===== config.mk =====
export PLATFORM = sky130hd
export DESIGN_NAME = riscv_scoreboard
export DESIGN_NICKNAME = d
export VERILOG_FILES = /design/src/rtl/riscv_scoreboard.sv
export SDC_FILE = /design/constraint.sdc
export NUM_CORES = 1
export LEC_CHECK = 0
export ABC_AREA = 1
export ABC_CLOCK_PERIOD_IN_PS = 3500
export BUFFER_PORTS_ARGS = -buffer_cell sky130_fd_sc_hd__buf_2
export CAP_MARGIN = 20
export CORE_ASPECT_RATIO = 0.7
export CORE_MARGIN = 2
export CORE_UTILIZATION = 57
export CTS_BUF_LIST = sky130_fd_sc_hd__clkbuf_8
export DETAILED_ROUTE_END_ITERATION = 7
export GPL_ROUTABILITY_DRIVEN = 0
export PLACE_DENSITY = 0.85
export SYNTH_ARGS = -nofsm -noshare
export SYNTH_HDL_FRONTEND = slang
export SYNTH_SLANG_ARGS = --single-unit
export TNS_END_PERCENT = 50

===== constraint.sdc =====
create_clock -name i_riscv_clk -period 3.5 [get_ports i_riscv_clk]
set_input_delay 0.35 -clock i_riscv_clk [delete_from_list [all_inputs] [get_ports i_riscv_clk]]
set_output_delay 0.35 -clock i_riscv_clk [all_outputs]
set_load 0.02 [all_outputs]

===== src/rtl/riscv_scoreboard.sv =====
// Register scoreboard for in-order issue: tracks pending long-latency writes
// (loads/divides) and stalls decode on RAW, WAW or outstanding-capacity hazards.
module riscv_scoreboard #(
  parameter int MAX_OUT = 4
) (
  input  logic        i_riscv_clk,
  input  logic        i_riscv_rst,
  input  logic        i_riscv_sb_issue_valid,
  input  logic [4:0]  i_riscv_sb_rs1addr,
  input  logic [4:0]  i_riscv_sb_rs2addr,
  input  logic        i_riscv_sb_rs1_used,
  input  logic        i_riscv_sb_rs2_used,
  input  logic [4:0]  i_riscv_sb_rdaddr,
  input  logic        i_riscv_sb_rd_wr,
  input  logic        i_riscv_sb_longop,
  input  logic        i_riscv_sb_done_valid,
  input  logic [4:0]  i_riscv_sb_done_rdaddr,
  input  logic        i_riscv_sb_flush,
  output logic        o_riscv_sb_stall,
  output logic        o_riscv_sb_issue_fire,
  output logic [31:0] o_riscv_sb_pending,
  output logic [2:0]  o_riscv_sb_count,
  output logic        o_riscv_sb_busy,
  output logic        o_riscv_sb_err
);

  localparam logic [2:0] MaxOut = 3'(MAX_OUT);

  logic [31:0] pending_q, pending_d;
  logic [2:0]  count_q, count_d;
  logic        err_q, err_d;

  logic [31:0] doneOneHot, rdOneHot, clrMask, effPending;
  logic        validDone, errEvent;
  logic        rs1Hazard, rs2Hazard, wawHazard, capHazard;
  logic        longReq, longIssue, issueOk;

  // A completion landing this cycle already resolves the hazard it clears.
  always_comb begin
    doneOneHot = 32'h1 << i_riscv_sb_done_rdaddr;
    rdOneHot   = 32'h1 << i_riscv_sb_rdaddr;
    clrMask    = i_riscv_sb_done_valid ? doneOneHot : 32'h0;
    effPending = pending_q & ~clrMask;

    validDone = i_riscv_sb_done_valid && (i_riscv_sb_done_rdaddr != 5'd0) &&
                pending_q[i_riscv_sb_done_rdaddr];
    errEvent  = i_riscv_sb_done_valid && !validDone;

    rs1Hazard = i_riscv_sb_rs1_used && (i_riscv_sb_rs1addr != 5'd0) &&
                effPending[i_riscv_sb_rs1addr];
    rs2Hazard = i_riscv_sb_rs2_used && (i_riscv_sb_rs2addr != 5'd0) &&
                effPending[i_riscv_sb_rs2addr];
    wawHazard = i_riscv_sb_rd_wr && (i_riscv_sb_rdaddr != 5'd0) &&
                effPending[i_riscv_sb_rdaddr];
    longReq   = i_riscv_sb_longop && i_riscv_sb_rd_wr && (i_riscv_sb_rdaddr != 5'd0);
    capHazard = longReq && (count_q == MaxOut) && !validDone;

    issueOk               = i_riscv_sb_issue_valid && !i_riscv_sb_flush;
    o_riscv_sb_stall      = issueOk && (rs1Hazard || rs2Hazard || wawHazard || capHazard);
    o_riscv_sb_issue_fire = issueOk && !o_riscv_sb_stall;
    longIssue             = o_riscv_sb_issue_fire && longReq;
  end

  // Clear first, then set, so a same-register set wins over a completion.
  always_comb begin
    pending_d = pending_q;
    count_d   = count_q;
    err_d     = err_q || errEvent;
    if (validDone) begin
      pending_d = pending_d & ~doneOneHot;
    end
    if (longIssue) begin
      pending_d = pending_d | rdOneHot;
    end
    case ({longIssue, validDone})
      2'b10:   count_d = count_q + 3'd1;
      2'b01:   count_d = count_q - 3'd1;
      default: count_d = count_q;
    endcase
  end

  always_ff @(posedge i_riscv_clk) begin
    if (!i_riscv_rst) begin
      pending_q <= 32'h0;
      count_q   <= 3'd0;
      err_q     <= 1'b0;
    end else begin
      pending_q <= pending_d;
      count_q   <= count_d;
      err_q     <= err_d;
    end
  end

  assign o_riscv_sb_pending = pending_q;
  assign o_riscv_sb_count   = count_q;
  assign o_riscv_sb_busy    = (count_q != 3'd0);
  assign o_riscv_sb_err     = err_q;

endmodule


# ---- Word level (Yosys, flattened, before mapping)
# Index checks and enable logic that the tools add are counted.
# W data, S select, Z words.
dict set report totals {
  ff_bits 36
  inputBits 29
  out_inout_bits 39
  wordCells 61
}
dict set report op_classes {
  addsub 2
  order_cmp 4
  n_eq_ne 3
  shifts 2
  muxes 12
  n_bitwise 5
  n_reduce_logical 30
}
# cell n
set op_table {}
lappend op_table {{$mux W32} 3}
lappend op_table {{$and A32 B32 Y32} 2}
lappend op_table {{$not A32 Y32} 2}
lappend op_table {{$shl A1 B5 Y32 const A} 2}
lappend op_table {{$or A32 B32 Y32} 1}
lappend op_table {{$lt A5 B6 Y1 const B} 4}
lappend op_table {{$bmux W1 S5} 4}
lappend op_table {{$reduce_bool A5 Y1} 4}
lappend op_table {{$logic_and A1 B1 Y1} 17}
lappend op_table {{$pmux W3 S2} 1}
lappend op_table {{$logic_or A1 B1 Y1} 4}
lappend op_table {{$mux W1} 4}
lappend op_table {{$add A3 B1 Y3 const B} 1}
lappend op_table {{$eq A3 B3 Y1 const B} 1}
lappend op_table {{$logic_not A1 Y1} 3}
lappend op_table {{$reduce_bool A3 Y1} 1}
lappend op_table {{$sub A3 B1 Y3 const B} 1}
lappend op_table {{$eq A2 B1 Y1 const B} 1}
lappend op_table {{$eq A2 B2 Y1 const B} 1}
lappend op_table {{$reduce_bool A2 Y1} 1}

# ---- Logic depth before layout (Yosys ltp)
# Gate-level depths: netlist (run 1).
dict set report depth {
  depth_word 16
  mapped_depth 23
  ltp_nobuf 23
}

# ---- Worst setup path after synthesis (run 1)
# No wires, ideal clock.
dict set report synth_timing {
  path_kind {in2reg}
  startpoint {input port i_riscv_sb_done_rdaddr[3]}
  endpoint {register count_q[1], in the netlist o_riscv_sb_count[1]}
  setup_time_ps 65
  t_arrival_ps 3228
  required_time_ps 3435
  setup_slack_ps 207
  stages 22
  path_buffers 2
  cell_sequence {clkbuf_2 > inv_1 > buf_2 > nand4_1 > nand2_1 > nand2_1 > nand2_1 > inv_1 > nand2_1 > o21ai_1 > nand2_1 > nand3_1 > nand3_1 > nand3_2 > nor4_1 > nand2_1 > ha_1 > inv_1 > fa_1 > nor2_1 > a21oi_1 > nor2_1}
}
dict set report synth_between {
  elab_chain_cells 16
  word_cells_on_any_way 31
  cone_classes {eq/ne (2); shift (1); mux (10); bitwise (2); reduce/logical (16)}
}
# item line_no
set synth_rtl {}
lappend synth_rtl {{start, declared} 17} ;# input logic [4:0] i_riscv_sb_done_rdaddr,
lappend synth_rtl {{$shl A1 B5 Y32} 40} ;# doneOneHot = 32'h1 << i_riscv_sb_done_rdaddr;
lappend synth_rtl {{$mux W32} 42} ;# clrMask = i_riscv_sb_done_valid ? doneOneHot : 32'h0;
lappend synth_rtl {{$not A32 Y32} 43} ;# effPending = pending_q & ~clrMask;
lappend synth_rtl {{$and A32 B32 Y32} 43}
lappend synth_rtl {{$bmux W1 S5 (on tied branches)} {50, 52}}
lappend synth_rtl {{$mux W1 (on tied branches)} {50, 52}}
lappend synth_rtl {{$logic_and A1 B1 Y1 (on tied branches)} {49, 51}}
lappend synth_rtl {{$logic_or A1 B1 Y1 (2 in a row)} 59} ;# o_riscv_sb_stall = issueOk && (rs1Hazard || rs2Hazard || wawHazard || capHazard);
lappend synth_rtl {{$logic_or A1 B1 Y1 (*)} 59}
lappend synth_rtl {{$logic_and A1 B1 Y1 (*)} 59}
lappend synth_rtl {{$logic_not A1 Y1 (*)} 60} ;# o_riscv_sb_issue_fire = issueOk && !o_riscv_sb_stall;
lappend synth_rtl {{$logic_and A1 B1 Y1 (*)} 60}
lappend synth_rtl {{via o_riscv_sb_issue_fire} 20} ;# output logic o_riscv_sb_issue_fire,
lappend synth_rtl {{$logic_and A1 B1 Y1 (*)} 61} ;# longIssue = o_riscv_sb_issue_fire && longReq;
lappend synth_rtl {{$eq A2 B1 Y1 or $eq A2 B2 Y1 (tied branches)} 75} ;# case ({longIssue, validDone})
lappend synth_rtl {{$pmux W3 S2 or $reduce_bool A2 Y1 (tied branches)} -}
lappend synth_rtl {{end signal, assigned} 89} ;# count_q <= count_d;
lappend synth_rtl {{end, declared} 30} ;# logic [2:0] count_q, count_d;
# The timed path passes the listed nets; every way through them passes the cells marked *. The select of a mux whose other input is x is not followed.
# A chain may end at the register's enable or synchronous reset.

# ---- Final worst setup path (run 1)
dict set report layout_timing {
  startpoint {input port i_riscv_sb_done_rdaddr[2]}
  endpoint {register count_q[1], in the netlist o_riscv_sb_count[1]}
}
dict set report layout_between {
  elab_chain_cells 16
  word_cells_on_any_way 31
  cone_classes {eq/ne (2); shift (1); mux (10); bitwise (2); reduce/logical (16)}
}
# item line_no
set layout_rtl {}
lappend layout_rtl {{$shl A1 B5 Y32} 40}
lappend layout_rtl {{$mux W32} 42}
lappend layout_rtl {{$not A32 Y32} 43}
lappend layout_rtl {{$and A32 B32 Y32} 43}
lappend layout_rtl {{$bmux W1 S5 (on tied branches)} {50, 52}}
lappend layout_rtl {{$mux W1 (on tied branches)} {50, 52}}
lappend layout_rtl {{$logic_and A1 B1 Y1 (on tied branches)} {49, 51}}
lappend layout_rtl {{$logic_or A1 B1 Y1 (3 in a row)} 59}
lappend layout_rtl {{$logic_and A1 B1 Y1} 59}
lappend layout_rtl {{$logic_not A1 Y1} 60}
lappend layout_rtl {{$logic_and A1 B1 Y1} 60}
lappend layout_rtl {{$logic_and A1 B1 Y1} 61}
lappend layout_rtl {{$eq A2 B1 Y1 or $eq A2 B2 Y1 (tied branches)} 75}
lappend layout_rtl {{$pmux W3 S2 or $reduce_bool A2 Y1 (tied branches)} -}
# Parallel ways exist; a longest one is shown, timed or not. The select of a mux whose other input is x is not followed.

==> summary.txt, run 1 <==
Floorplan
  – FP Rows: 23
  – Total I/O pin count: 68
  – Core area: 0.00567 sq mm
  – Die W: 95.0 microns
  – Initial core utilization: 58.3%
  – Die height: 67.7 microns
  – Full die area: 0.00644 sq mm

Cells and area
  – Share of cells above drive strength 1: 16.2%
  – Final std cells w/o fill: 686
  – Design Area, Final: 0.00374 sq mm
  – N_diodes: 0
  – Final net count: 642
  – P&R area growth vs syn: 13.1%

GRT
  – First-pass GRT wire length: 20.8 mm
  – Vias in the first global route: 4104
  – Largest net degree at the start of global routing: 34
  – Initial antenna violation count: 0
  – Gr usage total: 42.1%
  – Total grt overflow: 0

Yosys
  – Mapped Area: 0.00331 sq mm
  – Synth warn: 0
  – Commonest cells post-synth: nand3_1 (137), nand2_1 (106), nand4_1 (56)
  – Register bit total from synthesis: 36
  – Avg Synthesized Cell Area: 5.86 sq um
  – Synth top area cells: dfxtp_1 (22%), nand3_1 (21%), nand2_1 (12%), nand4_1 (11%), a21oi_1 (7.4%)
  – Main synth FF type: dfxtp_1
  – Distinct cells, synth: 31
  – Cell taking the most area after synthesis: dfxtp_1
  – Number of synthesized flops with an enable pin: 0
  – Top cell type's share of synthesized area: 21.8%
  – Synth async-reset ratio: 0%
  – Count leader, synth: nand3_1
  – Syn_nets: 595
  – Sequential fraction of the synthesis area: 21.8%
  – Post-synthesis cell count: 564

Route
  – DR pass1 iterations: 8
  – DRT antenna net count: 0
  – Vias: 4801
  – Wirelength per Cell: 19.6 microns
  – Initial DRC Count: 1232
  – Routed WL: 13.4 mm
  – Routed vias/inst: 7.00
  – # DRC: 78

Clocking
  – H-tree depth: 2
  – CTS root buf: clkbuf_8
  – Worst-path clk slew: 70 ps
  – CTS tree: done
  – Clk buf depth: 2
  – Hold_buf cts: 0
  – TritonCTS Buffers: 5
  – Clock Sink Count: 36
  – Post-cts resize count: 0
  – Clk Latency, worst-skew pair: 300 ps
  – Postcts setup bufs: 0

Hold path
  – Worst hold path class: input pin to flip-flop

STA
  – Slew @ Worst Pin: 1100 ps
  – # setup viols final: 0
  – Final Hold Vio Count: 0
  – Setup TNS: 0 ps
  – Fin crit period: 3270 ps
  – Final Max Slew Viols: 0
  – RSZ-0062 raised after global routing: false
  – F_max: 305 MHz
  – Final cycle utilization of the critical path: 93.5%
  – Slew margin rel.: 26.8%
  – Clock skew: 13.6 ps

Placement
  – Placed Area: 0.00364 sq mm
  – Inst Count DP: 679
  – Hpwl dp: 9.71 mm
  – Port bufs: 67

Status
  – Run status: complete, but fails checks
  – Violated checks: design-rule violations

Setup path
  – CP Buf/Inv Count: 3
  – Setup CP Type: input pin to flip-flop
  – CP most frequent cell: nand2_1
  – Crit. End Element: flip-flop
  – Crit path max-delay family: simple AND/OR/NAND/NOR gates
  – Setup crit start kind: input pin
  – Crit-path slowest cell: fa_1
  – Critical path's largest stage delay: 410 ps
  – Critical-path cell list: buf_2, inv_1, nor2_4, nand4_1, nand2_1, nand2_1, nand3_1, o21ai_1, nand2_1, nand3_1, nand3_1, nand3_2, nor4_1, nand2_1, ha_1, inv_1, fa_1, nor2_1, a21oi_1, nor2_1
  – Crit-path max FO: 13
  – Worst path arrival time: 3490 ps
  – Data required time of the worst path: 3710 ps

Power and ir drop
  – Peak supply drop: 0.186 mV
  – Total power: 0.00103 W
  – Power Dens Cells: 274 mW/mm^2
  – Pleak: 1.50 nW

Flow run
  – Max-cap violation count: 0
## path summary, 6_finish.rpt
kind                                                       start                               end  slack (ps)  cells past startpoint
worst max register to register  o_riscv_sb_pending[0]$_SDFF_PN0_  o_riscv_sb_count[1]$_SDFFE_PN0P_         470                     15
worst min-delay path                                 i_riscv_rst  o_riscv_sb_pending[0]$_SDFF_PN0_         290                      3
worst max-delay path                   i_riscv_sb_done_rdaddr[2]  o_riscv_sb_count[1]$_SDFFE_PN0P_         230                     20
worst min register to register         o_riscv_sb_err$_SDFF_PN0_         o_riscv_sb_err$_SDFF_PN0_         470                      2
## kinds of logic after synthesis
logic type | Yosys count | share of synthesized area, %
compound gates | 80 | 13.9
fa+ha+maj | 2 | 0.984
buf+inv | 83 | 10.7
flops | 36 | 21.8
simple gates | 363 | 52.6
## flip-flops by register name, summed over array words and instances (netlist names)
register	count
o_riscv_sb_count	3
o_riscv_sb_pending	32
o_riscv_sb_err	1
## final cells by class
type | instances | area [sq um]
multi-input combinational | 445 | 2230
fill | 534 | 1930
sequential | 36 | 721
timing repair buffer | 81 | 440
inverter | 42 | 158
clock buffer | 7 | 96.3
tap | 75 | 93.8
## worst register-to-register path, delay by kind of cell, from the launching register on
family | cells | cell delay [ps]
fa+ha+maj | 2 | 630
simple gates | 8 | 1320
compound gates | 4 | 440
flops | 1 | 470
buf+inv | 1 | 90
## power by group
part           switching [W]  internal (W)  leakage (nW)
clock               0.000158      0.000176        0.0503
combinational       0.000201     0.0000748          1.16
sequential        0.00000280      0.000413         0.290
## cells in the final DEF (no fill, tap or decap), types with 2 or more instances in the layout
cell type / count
o21ai_1: 3
inv_1: 34
nor2_4: 3
a22oi_1: 7
buf_2: 67
o211ai_1: 12
nor2_1: 46
nand3_1: 137
clkbuf_8: 7
a21oi_1: 49
inv_2: 2
nand4_1: 56
dfxtp_1: 36
a41oi_1: 2
nor4_1: 7
nor2_2: 4
buf_4: 14
nand2_1: 106
clkinv_1: 6
o21ai_0: 5
## metal layers
layer	up-vias	routed length [microns]	track usage (%)
met2	547	5110	57.9
li1	2097	-	-
met5	-	0	0
met3	124	2600	16.3
met4	0	829	21.4
met1	2033	4900	56.7
## through the flow
stage / util (%) / hold slack [ps] / setup slack (ps)
after detailed placement: 64.3 / 459 / 74.8
final: 66.0 / 292 / 226
after global placement: 64.3 / 458 / 162
after global routing: 66.0 / 310 / 71.0
after CTS: 66.0 / 284 / 364
after floorplan: - / 448 / 207
(Power assumes the default switching activity.)
==> run 2: changes to the inputs <==
==> constraint.sdc (replaced) <==
create_clock -name i_riscv_clk -period 3.5 [get_ports i_riscv_clk]
set_input_delay 0.7 -clock i_riscv_clk [delete_from_list [all_inputs] [get_ports i_riscv_clk]]
set_output_delay 0.7 -clock i_riscv_clk [all_outputs]
set_load 0.02 [all_outputs]
==> summary.txt, run 2 (synthesized netlist as in run 1, its figures left out) <==
Cells and area
  – Final net count: 664 (+3.4%)
  – N_diodes: 0 (unchanged)
  – Largest register FFs: 32 (unchanged)
  – Fill cell count: 485 (-9.2%)
  – Share of cells above drive strength 1: 22.6% (+6.4 points)
  – Most common cell after layout, fill and taps aside: nand3_1
  – Design Area, Final: 0.00407 sq mm (+8.8%)
  – P&R area growth vs syn: 23.1%
  – Commonest non-fill, non-tap cells in the layout: nand3_1 (131), nand2_1 (99), buf_2 (64)

GRT
  – First-pass GRT wire length: 20.7 mm (-0.50%)
  – Initial antenna violation count: 0 (unchanged)
  – Total grt overflow: 0 (unchanged)
  – Largest net degree at the start of global routing: 34 (unchanged)
  – Gr usage total: 41.8% (-0.30 points)
  – Vias in the first global route: 4135 (+0.76%)

Setup path
  – Critical path's largest stage delay: 270 ps (-140 ps)
  – Crit-path max FO: 3 (-10)
  – Data required time of the worst path: 2800 ps (-910 ps)
  – CP most frequent cell: nand3_1
  – Crit-path slowest cell: nor4_4
  – Critical-path cell list: buf_2, buf_6, nand2_4, nor2_4, buf_6, nand4_1, nand3_1, nand3_1, nand3_1, nand3_1, nand2_1, nand2_1, nand3_2, nand3_2, nor4_4, buf_4, buf_4
  – Crit path max-delay family: simple AND/OR/NAND/NOR gates
  – Crit. End Element: primary output
  – CP Buf/Inv Count: 5 (+2)
  – Setup CP Type: input pin to primary output
  – Worst path arrival time: 2780 ps (-710 ps)
  – Setup crit start kind: input pin

Clocking
  – Clk buf depth: 2 (unchanged)
  – CTS root buf: clkbuf_8
  – CTS tree: done
  – TritonCTS Buffers: 5 (unchanged)
  – Clk Latency, worst-skew pair: 300 ps (about the same)
  – Clock Sink Count: 36 (unchanged)
  – H-tree depth: 2 (unchanged)
  – Worst-path clk slew: 80 ps (about the same)

Route
  – Vias: 4986 (+3.9%)
  – Initial DRC Count: 1072 (-13%)
  – Wirelength per Cell: 19.4 microns (-0.93%)
  – DRT antenna net count: 0 (unchanged)
  – Routed WL: 13.8 mm (+2.4%)
  – # DRC: 59 (-24%)
  – DR pass1 iterations: 8 (unchanged)
  – Routed vias/inst: 7.03 (+0.48%)

Floorplan
  – Full die area: 0.00644 sq mm (unchanged)
  – Initial core utilization: 58.3% (unchanged)
  – FP Rows: 23 (unchanged)
  – Core area: 0.00567 sq mm (unchanged)
  – Die W: 95.0 microns (unchanged)
  – Die height: 67.7 microns (unchanged)
  – Total I/O pin count: 68 (unchanged)

Status
  – Run status: complete, but fails checks
  – Violated checks: design-rule violations

Hold path
  – Worst hold path class: flip-flop to flip-flop

STA
  – Final Max Slew Viols: 0 (unchanged)
  – RSZ-0062 raised after global routing: true
  – Slew @ Worst Pin: 1050 ps (-49.7 ps)
  – Clock skew: 9.30 ps (-4.34 ps)
  – Fin crit period: 3480 ps (+206 ps)
  – F_max: 287 MHz (-5.9%)
  – # setup viols final: 0 (unchanged)
  – WHS: 493 ps (+201 ps)
  – Final cycle utilization of the critical path: 99.4% (+5.9 points)
  – Slew margin rel.: 30.1% (+3.3 points)
  – Final Hold Vio Count: 0 (unchanged)

Power and ir drop
  – Total power: 0.00111 W (+8.5%)
  – Power Dens Cells: 273 mW/mm^2 (-0.32%)
  – Peak supply drop: 0.208 mV (+12%)
  – Pleak: 1.64 nW (+9.8%)

Placement
  – Port bufs: 67 (unchanged)
  – Placed Area: 0.00381 sq mm (+4.7%)
  – Hpwl dp: 9.72 mm (+0.12%)

Flow run
  – Max-cap violation count: 0 (unchanged)
## run 2: timing repair
| item | in CTS | in global routing |
|---|---|---|
| endpoints found under the setup margin | 0 | 4 |
| buffers inserted | 0 | 5 |
| hold buffers | 0 | 0 |
| resized for setup | 0 | 32 |
## run 2: final cells by class
class	count	area (sq um)	share of cell area [%]
clock buffers	5	68.8	1.69
clock inverters	3	38.8	0.953
inverters	42	161	3.97
multi-input cells	445	2320	57.1
flip-flops and latches	36	721	17.7
well taps	75	93.8	2.31
repair buffers	103	662	16.3
## run 2: power by group
group / internal, W / total, W / switching (W)
Clock: 0.000209 / 0.000381 / 0.000172
Combinational: 0.000101 / 0.000316 / 0.000215
Sequential: 0.000413 / 0.000416 / 0.00000289
Total: 0.000723 / 0.00111 / 0.000390
## run 2: tightest hold or removal path, cell delays in order (launching register included)
cell and delay [ps]:
dfxtp_1 340, a21oi_1 50, nor2_1 70
## run 2: metrics by stage
stage          TNS [ps]  utilization, %  cells  worst slack [ps]
2_1_floorplan         0               -    564               136
3_3_place_gp      -8.57            67.3    696             -8.57
3_5_place_dp       -155            67.3    696             -91.8
4_1_cts               0            69.2    704              57.5
5_1_grt           -51.7            71.8    709             -51.7
6_report              0            71.8    709              20.1
## run 2: worst paths after layout
| check | from | to | slack, ps | depth (start not counted) |
|---|---|---|---|---|
| setup / recovery | i_riscv_sb_done_rdaddr[0] | o_riscv_sb_issue_fire | 20 | 17 |
| hold / removal | o_riscv_sb_err$_SDFF_PN0_ | o_riscv_sb_err$_SDFF_PN0_ | 490 | 2 |
| setup reg to reg | o_riscv_sb_pending[12]$_SDFF_PN0_ | o_riscv_sb_count[2]$_SDFFE_PN0P_ | 780 | 18 |
| hold reg to reg | o_riscv_sb_err$_SDFF_PN0_ | o_riscv_sb_err$_SDFF_PN0_ | 490 | 2 |
## run 2: routing by layer
| layer | share of wire (%) | track usage [%] |
|---|---|---|
| met1 | 36 | 57.2 |
| met2 | 39 | 60.0 |
| met3 | 18 | 11.8 |
| met4 | 6.9 | 20.8 |
| met5 | 0 | 0 |
==> run 3: changes to the inputs <==
--- a/config.mk
+++ b/config.mk
@@ -16,6 +16,7 @@
 export DETAILED_ROUTE_END_ITERATION = 7
 export GPL_ROUTABILITY_DRIVEN = 0
 export PLACE_DENSITY = 0.85
+export RECOVER_POWER = 25
 export SYNTH_ARGS = -nofsm -noshare
 export SYNTH_HDL_FRONTEND = slang
 export SYNTH_SLANG_ARGS = --single-unit
==> summary.txt, run 3 (synthesized netlist as in run 1, its figures left out) <==
Status
  – Run status: complete, but fails checks
  – Violated checks: design-rule violations

Route
  – Initial DRC Count: 1180 (+10%)
  – Wirelength per Cell: 19.3 microns (-0.49%)
  – # DRC: 8 (-86%)
  – DRT antenna net count: 0 (unchanged)
  – Vias: 4990 (+0.080%)
  – Routed vias/inst: 7.04 (about the same)
  – Routed WL: 13.7 mm (-0.49%)
  – DR pass1 iterations: 8 (unchanged)

Setup path
  – Critical path's largest stage delay: 280 ps (about the same)
  – Setup CP Type: input pin to primary output
  – CP Buf/Inv Count: 5 (unchanged)
  – Critical-path cell list: buf_2, inv_2, nand4_1, buf_4, a21oi_1, a21oi_1, nand3_1, nand3_1, nand2_1, nand2_1, nand3_2, nand3_2, nor4_4, buf_4, buf_4
  – Reg2Reg Launch Point: o_riscv_sb_pending[12]$_SDFF_PN0_
  – Crit-path max FO: 18 (+15)
  – FF-to-FF setup slack: 780 ps (about the same)
  – Worst path arrival time: 2790 ps (about the same)
  – Crit Reg-Reg Endpoint: o_riscv_sb_count[2]$_SDFFE_PN0P_
  – Crit-path slowest cell: inv_2
  – Crit. End Element: primary output
  – CP most frequent cell: buf_4
  – R2r worst-path depth: 18 (unchanged)
  – Critical path destination: o_riscv_sb_issue_fire
  – Setup crit start kind: input pin
  – CP startpoint: i_riscv_sb_done_rdaddr[4]
  – Crit path max-delay family: simple AND/OR/NAND/NOR gates
  – WP depth: 15 (-2)
  – Data required time of the worst path: 2800 ps (about the same)

GRT
  – Initial antenna violation count: 0 (unchanged)
  – Total grt overflow: 0 (unchanged)
  – First-pass GRT wire length: 20.7 mm (unchanged)
  – Vias in the first global route: 4135 (unchanged)
  – Gr usage total: 41.8% (unchanged)
  – Largest net degree at the start of global routing: 34 (unchanged)

Cells and area
  – Most common cell after layout, fill and taps aside: nand3_1
  – Share of cells above drive strength 1: 19.7% (-2.8 points)
  – Commonest non-fill, non-tap cells in the layout: nand3_1 (131), nand2_1 (99), nand4_1 (56)
  – N_diodes: 0 (unchanged)
  – Fill cell count: 498 (+2.7%)
  – P&R area growth vs syn: 22.4%
  – Largest register FFs: 32 (unchanged)
  – Final net count: 664 (unchanged)
  – Post-layout util: 71.4% (-0.40 points)

Placement
  – Hpwl dp: 9.72 mm (unchanged)
  – Port bufs: 67 (unchanged)
  – Dpl ws: -91.8 ps (unchanged)

Flow run
  – Max-cap violation count: 0 (unchanged)

Power and ir drop
  – Internal: 0.000722 W (-0.15%)
  – Combinational share of power: 28.4% (about the same)
  – NetSw: 0.000388 W (-0.57%)
  – Clk pwr share: 34.1% (about the same)
  – Power Dens Cells: 274 mW/mm^2 (+0.25%)
  – Pleak: 1.57 nW (-4.6%)
  – Peak supply drop: 0.207 mV (-0.83%)
  – Sw Share: 34.9% (-0.095 points)
  – Seq pwr share: 37.5% (+0.2 points)

Floorplan
  – Full die area: 0.00644 sq mm (unchanged)
  – Total I/O pin count: 68 (unchanged)
  – Initial core utilization: 58.3% (unchanged)
  – Core area: 0.00567 sq mm (unchanged)
  – Die height: 67.7 microns (unchanged)
  – Die W: 95.0 microns (unchanged)
  – FP Rows: 23 (unchanged)

STA
  – Final Max Slew Viols: 0 (unchanged)
  – Clock skew: 10.3 ps (+0.969 ps)
  – Slew @ Worst Pin: 1040 ps (-7.59 ps)
  – # setup viols final: 0 (unchanged)
  – Slew margin rel.: 30.7% (+0.51 points)
  – Worst setup margin: 12.4 ps (-7.72 ps)
  – Fin crit period: 3490 ps (+7.72 ps)
  – Final cycle utilization of the critical path: 99.6% (+0.22 points)
  – WHS: 492 ps (-1.56 ps)
  – Setup TNS: 0 ps (unchanged)
  – Final Hold Vio Count: 0 (unchanged)
  – RSZ-0062 raised after global routing: true
  – F_max: 287 MHz (-0.22%)

Clocking
  – Clk Latency, worst-skew pair: 300 ps (about the same)
  – H-tree depth: 2 (unchanged)
  – Clock Sink Count: 36 (unchanged)
  – TritonCTS Buffers: 5 (unchanged)
  – Clk buf depth: 2 (unchanged)
  – CTS root buf: clkbuf_8
  – CTS tree: done
  – Worst-path clk slew: 80 ps (about the same)

Hold path
  – Worst hold path class: flip-flop to flip-flop
## run 3: cell types whose count changed in the layout (fill, tap and decap cells not counted)
cell and delta:
buf_2 -18, clkbuf_1 +18
## run 3: layout make-up
class	count	area, sq um	share of cell area, %
Multi-Input combinational cell	445	2320	57.4
Timing Repair Buffer	103	639	15.8
Clock inverter	3	38.8	0.958
Inverter	42	161	3.99
Clock buffer	5	68.8	1.70
Tap cell	75	93.8	2.32
Sequential cell	36	721	17.8
## run 3: tightest hold or removal path: stages (launching register included)
cell and delay [ps]:
dfxtp_1 340, a21oi_1 50, nor2_1 70
## run 3: power groups by stage
stage	sequential [W]	combinational [W]	clock (W)
after floorplan	0.000429	0.000185	0
after global placement	0.000425	0.000273	0
after detailed placement	0.000425	0.000279	0
after CTS	0.000415	0.000282	0.000375
after global routing	0.000416	0.000331	0.000392
final	0.000416	0.000316	0.000378
## run 3: layer usage
| layer | track usage (%) | up-vias | share of wire (%) |
|---|---|---|---|
| met2 | 60.0 | 589 | 39 |
| met1 | 57.2 | 2125 | 36 |
| met5 | 0 | - | 0 |
| met3 | 11.8 | 139 | 18 |
| li1 | - | 2137 | - |
| met4 | 20.8 | 0 | 6.4 |
## run 3: worst min path at each step
stage	endpoint	depth (start not counted)	startpoint	slack (ps)
after detailed placement	o_riscv_sb_err$_SDFF_PN0_	2	o_riscv_sb_err$_SDFF_PN0_	460
after floorplan	o_riscv_sb_pending[0]$_SDFF_PN0_	2	o_riscv_sb_pending[0]$_SDFF_PN0_	550
final	o_riscv_sb_err$_SDFF_PN0_	2	o_riscv_sb_err$_SDFF_PN0_	490
after global placement	o_riscv_sb_err$_SDFF_PN0_	2	o_riscv_sb_err$_SDFF_PN0_	450
after global routing	o_riscv_sb_err$_SDFF_PN0_	2	o_riscv_sb_err$_SDFF_PN0_	530
after CTS	o_riscv_sb_err$_SDFF_PN0_	2	o_riscv_sb_err$_SDFF_PN0_	480
## run 3: what timing repair did
action | in CTS | in global routing
setup endpoints to repair | 0 | 4
setup buffers | 0 | 5
hold buffers | 0 | 0
gates resized for setup | 0 | 32
## run 3: per-stage QoR
stage / instances / total power (W) / cell area [sq um]
finish: 709 / 0.00111 / 4050
detailed placement: 696 / 0.000704 / 3810
global placement: 696 / 0.000698 / 3810
global route: 709 / 0.00114 / 4050
CTS: 704 / 0.00107 / 3920
floorplan: 564 / 0.000614 / 3310
